[src/rtl/bcd_serial_addsub.sv]
// Digit-serial BCD adder/subtractor: one digit per clock, LSD first, with a
// second serial recomplement pass that turns a negative difference into sign-magnitude.
module bcd_serial_addsub #(
    parameter int DIGITS = 3
) (
    input  logic                  clk,
    input  logic                  rst_n,
    input  logic                  start,
    input  logic                  op,
    input  logic [4*DIGITS-1:0]   x,
    input  logic [4*DIGITS-1:0]   y,
    output logic                  busy,
    output logic                  done,
    output logic [4*DIGITS-1:0]   z,
    output logic                  sign,
    output logic                  ovf
);

    localparam int IDX_W = (DIGITS > 1) ? $clog2(DIGITS) : 1;
    localparam logic [IDX_W-1:0] LAST_IDX = IDX_W'(DIGITS - 1);

    typedef enum logic [1:0] {
        IDLE,
        ADD,
        FIX,
        DONE
    } state_t;

    state_t                state_q, state_d;
    logic [IDX_W-1:0]      idx_q, idx_d;
    logic                  carry_q, carry_d;
    logic                  op_q, op_d;
    logic [4*DIGITS-1:0]   x_q, x_d;
    logic [4*DIGITS-1:0]   y_q, y_d;
    logic [4*DIGITS-1:0]   z_q, z_d;
    logic                  sign_q, sign_d;
    logic                  ovf_q, ovf_d;

    logic [3:0] x_dig, y_dig, z_dig;
    logic [3:0] add_a, add_b;
    logic [4:0] dig_res;

    // One decimal digit: binary sum, then +6 correction when it exceeds 9.
    function automatic logic [4:0] bcd_digit_add(input logic [3:0] a,
                                                 input logic [3:0] b,
                                                 input logic       cin);
        logic [4:0] s;
        s = {1'b0, a} + {1'b0, b} + {4'b0000, cin};
        if (s > 5'd9)
            return {1'b1, 4'(s + 5'd6)};
        else
            return {1'b0, s[3:0]};
    endfunction

    assign x_dig = x_q[idx_q*4 +: 4];
    assign y_dig = y_q[idx_q*4 +: 4];
    assign z_dig = z_q[idx_q*4 +: 4];

    // FIX reuses the same digit adder: 9's complement of the stored digit plus carry.
    always_comb begin
        if (state_q == FIX) begin
            add_a = 4'd9 - z_dig;
            add_b = 4'd0;
        end else begin
            add_a = x_dig;
            add_b = op_q ? y_dig : (4'd9 - y_dig);
        end
        dig_res = bcd_digit_add(add_a, add_b, carry_q);
    end

    // NOTE: every next-state signal gets its hold value first so no path infers a latch.
    always_comb begin
        state_d = state_q;
        idx_d   = idx_q;
        carry_d = carry_q;
        op_d    = op_q;
        x_d     = x_q;
        y_d     = y_q;
        z_d     = z_q;
        sign_d  = sign_q;
        ovf_d   = ovf_q;

        case (state_q)
            IDLE: begin
                if (start) begin
                    x_d     = x;
                    y_d     = y;
                    op_d    = op;
                    sign_d  = 1'b0;
                    ovf_d   = 1'b0;
                    idx_d   = '0;
                    carry_d = ~op;
                    state_d = ADD;
                end
            end
            ADD: begin
                z_d[idx_q*4 +: 4] = dig_res[3:0];
                carry_d           = dig_res[4];
                idx_d             = idx_q + 1'b1;
                if (idx_q == LAST_IDX) begin
                    idx_d = '0;
                    if (op_q) begin
                        ovf_d   = dig_res[4];
                        state_d = DONE;
                    end else if (dig_res[4]) begin
                        state_d = DONE;
                    end else begin
                        // No end-around carry: the difference is negative.
                        sign_d  = 1'b1;
                        carry_d = 1'b1;
                        state_d = FIX;
                    end
                end
            end
            FIX: begin
                z_d[idx_q*4 +: 4] = dig_res[3:0];
                carry_d           = dig_res[4];
                idx_d             = idx_q + 1'b1;
                if (idx_q == LAST_IDX) begin
                    idx_d   = '0;
                    state_d = DONE;
                end
            end
            DONE: begin
                state_d = IDLE;
            end
            default: begin
                state_d = IDLE;
            end
        endcase
    end

    // NOTE: sequential state uses non-blocking assignments so every register
    // samples the pre-edge values regardless of statement order.
    always_ff @(posedge clk or negedge rst_n) begin
        if (!rst_n) begin
            state_q <= IDLE;
            idx_q   <= '0;
            carry_q <= 1'b0;
            op_q    <= 1'b0;
            x_q     <= '0;
            y_q     <= '0;
            z_q     <= '0;
            sign_q  <= 1'b0;
            ovf_q   <= 1'b0;
        end else begin
            state_q <= state_d;
            idx_q   <= idx_d;
            carry_q <= carry_d;
            op_q    <= op_d;
            x_q     <= x_d;
            y_q     <= y_d;
            z_q     <= z_d;
            sign_q  <= sign_d;
            ovf_q   <= ovf_d;
        end
    end

    assign busy = (state_q == ADD) || (state_q == FIX);
    assign done = (state_q == DONE);
    assign z    = z_q;
    assign sign = sign_q;
    assign ovf  = ovf_q;

endmodule
[config.mk]
export PLATFORM = sky130hd
export DESIGN_NAME = bcd_serial_addsub
export DESIGN_NICKNAME = d
export VERILOG_FILES = /design/src/rtl/bcd_serial_addsub.sv
export SDC_FILE = /design/constraint.sdc
export NUM_CORES = 1
export LEC_CHECK = 0
export BUFFER_PORTS_ARGS = -buffer_cell sky130_fd_sc_hd__buf_2
export CORE_MARGIN = 1
export CORE_UTILIZATION = 30
export DETAILED_ROUTE_END_ITERATION = 6
export GPL_TIMING_DRIVEN = 1
export PLACE_DENSITY = 0.52
export SLEW_MARGIN = 10
export SYNTH_ARGS = -nofsm -noshare
export SYNTH_HDL_FRONTEND = slang
export SYNTH_SLANG_ARGS = --single-unit
export TNS_END_PERCENT = 5
[constraint.sdc]
create_clock -name clk -period 5.5 [get_ports clk]
set_input_delay 1.1 -clock clk [delete_from_list [all_inputs] [get_ports clk]]
set_output_delay 1.1 -clock clk [all_outputs]
set_load 0.01 [all_outputs]
### Word level (Yosys, flattened, before mapping)

Index checks and enable logic that the tools add are counted.

| word-level totals | value |
|---|---|
| logic and storage cells | 71 |
| memories | 0 |
| latch bits | 0 |
| ROM bits | 0 |
| output and inout port bits | 16 |
| memory bits (writable) | 0 |
| register bits after elaboration | 44 |

| operators by class | value |
|---|---|
| bitwise gates (word level) | 1 |
| reductions and logical operators | 12 |
| muxes and demuxes | 26 |
| $lt $le $gt $ge | 1 |
| shift-type cells | 5 |
| multipliers | 0 |
| eq/ne operators | 10 |
| divide/modulo/power cells | 0 |
| add/sub/neg operators | 7 |

Operator list:

| kind | count |
|---|---|
| indexed part select 12 x 5 -> 4 bit | 3 |
| negation 4 -> 34 bit | 1 |
| variable shift 4 x 34 -> 12 bit (first input constant) | 1 |
| indexed part select 4 x 34 -> 12 bit | 1 |
| bitwise mux 12 bit | 1 |
| two-way mux 4 bit | 3 |
| inequality test 2 bit (second input constant) | 6 |
| two-way mux 1 bit | 11 |
| two-way mux 2 bit | 5 |
| case mux 2 bit (4 select lines) | 1 |
| subtractor 4 bit (first input constant) | 2 |
| equality test 2 bit (second input constant) | 3 |
| AND reduction 2 bit | 3 |
| adder 4 x 4 -> 5 bit | 1 |
| adder 5 x 1 -> 5 bit | 1 |
| greater-than comparator 5 x 4 -> 1 bit (second input constant) | 1 |
| two-way mux 5 bit | 1 |
| AND reduction 5 bit | 1 |
| adder 4 x 3 -> 4 bit (second input constant) | 1 |
| case mux 1 bit (2 select lines) | 2 |
| case mux 2 bit (2 select lines) | 1 |
| AND reduction 4 bit | 1 |
| nonzero test 2 bit | 2 |
| case mux 1 bit (3 select lines) | 1 |
| other kinds (8) | 8 |

### Depth between registers and ports, before layout

| logic depth | value |
|---|---|
| depth after elaboration | 12 |
| gate-level depth with buffers | 16 |
| mapped depth without buffers | 14 |

### Worst setup path before layout

Ideal clock, no wire load.

| timing path | value |
|---|---|
| path type | register to register |
| from | register idx_q[1] |
| to | register z_q[2], in the netlist z[2] |
| path slack | 2.282 ns |
| clock period less this slack | 3.218 ns |
| setup time | 0.129 ns |
| path buffers | 2 |
| cell stages (with the launch flop) | 15 |
| data arrival time | 3.089 ns |
| data required time | 5.371 ns |
| cell sequence | dfrtp_1 buf_2 nor2b_1 clkbuf_1 nand2_1 o21ai_0 o21ai_0 fa_1 inv_1 fa_1 mux2_2 a211oi_1 nand3_1 a32oi_1 o31ai_1 |

| between the ends | value |
|---|---|
| word-level cells in the longest chain between the ends | 10 |

Ends and longest elaborated chain:

| item | line | RTL |
|---|---|---|
| start, declared | 30 | `logic [IDX_W-1:0] idx_q, idx_d;` |
| start signal, assigned | 148 | `idx_q <= idx_d;` |
| indexed part select 12 x 5 -> 4 bit | 56 | `assign y_dig = y_q[idx_q*4 +: 4];` |
| subtractor 4 bit | 66 | `add_b = op_q ? y_dig : (4'd9 - y_dig);` |
| two-way mux 4 bit | 66 |  |
| two-way mux 4 bit | 61 | `if (state_q == FIX) begin` |
| adder 4 x 4 -> 5 bit | 48 | `s = {1'b0, a} + {1'b0, b} + {4'b0000, cin};` |
| adder 5 x 1 -> 5 bit | 48 |  |
| adder 4 x 3 -> 4 bit or greater-than comparator 5 x 4 -> 1 bit (tied branches) | 50, 49 |  |
| two-way mux 5 bit | 49 | `if (s > 5'd9)` |
| indexed part select 4 x 34 -> 12 bit | 97, 116 |  |
| bitwise mux 12 bit * | 97, 116 |  |
| end signal, assigned | 153 | `z_q <= z_d;` |
| end, declared | 35 | `logic [4*DIGITS-1:0] z_q, z_d;` |

Every way passes the cells marked *; elsewhere a longest branch is shown, timed or not.
A chain may end at the register's enable or synchronous reset.

### Final worst setup path

| timing path | value |
|---|---|
| from | register idx_q[1] |
| to | register z_q[10], in the netlist z[10] |

Same word-level chain as after synthesis.

==> reports/qor.csv <==
stage,metric,value,unit
cts,Post-CTS Setup Bufs,0,
floorplan,IO Count,44,
logic_synthesis,synth top area cells,"dfrtp_1, mux2_2, ha_1",
cts,"Clk pin slew, worst setup/hold paths",0.09,ns
outcome,status,completed,
final_layout,fillers,861,
logic_synthesis,ys flop type,dfrtp_1,
setup_path,worst path required time,5.68,ns
drt,DRT iter0 DRCs,72,
sta,Fin Setup TNS,0,ns
logic_synthesis,Post-Syn Area,0.002572,sq mm
floorplan,chip height,94.60,microns
cts,worst skew pair latency,0.30,ns
cts,worst-case clock buffer depth,2,
final_layout,Layout Nets,323,
setup_path,crit-path max FO,17,
logic_synthesis,share of the synthesized area in the top cell type,42.80,%
drt,DRT met1 WL,2975,microns
logic_synthesis,syn_area_per_cell,10.81,sq um
logic_synthesis,async set or reset register ratio after synthesis,100.0,%
drt,drt wl/cell,15.03,microns
logic_synthesis,"area leader, netlist",dfrtp_1,
floorplan,Initial Util,31.15,%
floorplan,DIE WIDTH,94.60,microns
logic_synthesis,sequential share of the synthesized area,42.80,%
sta,period utilization,73.28,%
logic_synthesis,syn_nets,284,
sta,Final Max Tran Viols,0,
final_layout,# diodes,0,
cts,CTS Sinks,44,
sta,Slew HR,26.26,%
setup_path,"Data arrival, critical path",4.21,ns
drt,routed vias,1916,
setup_path,Worst Setup End Kind,flop,
drt,"antenna viol nets, final",0,
drt,WL final,5757,microns
cts,Num CTS Buffers,5,
cts,CTS Hold Buffers Added,0,
drt,post-route DRC violation count,0,
sta,Final Skew,0.008582,ns
global_routing,gr usage total,14.17,%
floorplan,Core Area,0.008258,sq mm
setup_path,startpoint types,flop,
global_routing,total congestion overflow,0,
floorplan,# rows,33,
place,global placement routability congestion,0.8282,
cts,CTS-repair resized insts,0,
drt,Highest Signal Layer,met4,
cts,Root Buffer,clkbuf_8,
place,dpl hpwl,4268,microns
global_routing,first-pass GRT wire length,9818,microns
logic_synthesis,Post-synth EDFFs,0,
sta,Setup-failing EPs final,0,
global_routing,initial antenna violation count,0,
logic_synthesis,Syn Inst Count,238,
sta,RSZ-0062 raised after global routing,no,
logic_synthesis,Unique masters post-synth,45,
drt,drt first pass iters,4,
logic_synthesis,number of synthesized register bits,44,
drt,Met2 Routed Length,2462,microns
drt,vias per cell,5.003,
logic_synthesis,Syn. warnings,0,
cts,number of H-tree levels,2,
sta,Least-Margin Pin Slew,1.103,ns
cts,CTS tree,yes,
sta,final hold vios,0,
final_layout,layout cells sized above 1,30.22,%
sta,maximum clock frequency,248.1,MHz
setup_path,critical setup path kind,reg -> reg,
floorplan,full die area,0.008949,sq mm
place,Port Buffers,43,
global_routing,pin count of the biggest net entering global routing,45,
flow_run,max_cap viols,0,
global_routing,vias in the first global route,2030,
sta,clock period minus worst slack,4.030,ns
drt,wire length on met3,256,microns
final_layout,Area Growth Syn to Fin,15.86,%
worst_hold_path,worst hold-check path type,reg -> reg,
## area by class of cell
| type | count | area, sq um | area share (%) |
|---|---|---|---|
| Clock inverter | 2 | 35.03 | 1.175 |
| Tap cell | 105 | 131.4 | 4.408 |
| Clock buffer | 6 | 72.57 | 2.435 |
| Sequential cell | 44 | 1101 | 36.94 |
| Inverter | 14 | 52.55 | 1.763 |
| Multi-Input combinational cell | 169 | 1373 | 46.05 |
| Timing Repair Buffer | 43 | 215.2 | 7.221 |
## cells by family (layout without fill, tap and decap cells)
kind of cell	count (synthesis)	in the layout	share of synthesized area, %
buffers and inverters	25	65	3.843
AO/OA/AOI/OAI	58	58	16.00
adder cells (fa/ha/maj)	18	18	9.339
XOR/XNOR	5	5	1.995
AND/OR/NAND/NOR	47	47	8.561
flip-flops	44	44	42.80
multiplexers	41	41	17.46
## routing by layer
metal | up-vias | GRT usage [%]
met1 | 924 | 20.38
met2 | 46 | 21.58
met4 | 0 | 3.283
met3 | 9 | 3.060
li1 | 937 | -
met5 | - | 0
## flip-flops by register name, summed over array words and instances, names as in the netlist
name	count
carry_q	1
idx_q	2
op_q	1
ovf	1
sign	1
state_q	2
x_q	12
y_q	12
z	12
## layout by cell type, fill, tap and decap left out, types with 10 or more instances in the layout
cell	n
dfrtp_1	44
mux2i_1	10
mux2_2	31
inv_1	14
nor2_1	12
ha_1	16
a21oi_1	11
nand2_1	19
buf_2	43
o21ai_0	14
## worst max-delay path, stage by stage (launching register included)
cell      delay (ns)
dfrtp_1         0.71
nor2b_1         0.75
nand2_1         0.10
o21ai_0         0.13
xnor2_1         0.15
nand2b_1        0.08
fa_1            0.39
inv_1           0.08
fa_1            0.50
mux2_2          0.30
a211oi_1        0.23
nand3_1         0.17
a32oi_1         0.22
o21ai_0         0.10
## through the flow
step	std cells	utilization (%)	worst slack (ns)	hold slack [ns]	area [sq um]
after floorplan	238	-	2.283	0.4737	2572
after global placement	375	34.79	1.654	0.4756	2873
after detailed placement	375	34.79	1.477	0.4842	2873
after CTS	383	36.09	1.467	0.5045	2980
after global routing	383	36.09	1.094	0.5211	2980
final	383	36.09	1.470	0.5010	2980
## Yosys cell counts (2+ instances only)
cell      instances
buf_2             4
inv_1            14
a32o_1            3
mux2i_1          10
ha_1             16
clkbuf_1          7
a21oi_1          11
mux2_2           31
a32oi_1           3
nor2_1           12
nor3_1            2
dfrtp_1          44
a22o_1            5
o21ai_0          14
xnor2_1           3
nor2b_1           4
nand2_1          19
a211oi_1          2
o21a_1            2
fa_1              2
nand2b_1          3
a221oi_1          4
## final timing paths
path                           from  endpoint  slack (ns)  cells after the start
max                        idx_q[1]     z[10]        1.47                     13
min                             ovf       ovf        0.50                      2
max reg2reg                idx_q[1]     z[10]        1.47                     13
min reg2reg                     ovf       ovf        0.50                      2
max in group asynchronous     rst_n      z[6]        3.92                      1
min in group asynchronous     rst_n      z[5]        0.95                      1
Power is left out: the tool's default activity adds up to more than one toggle a clock period on the data nets, which glitch-free logic cannot reach.
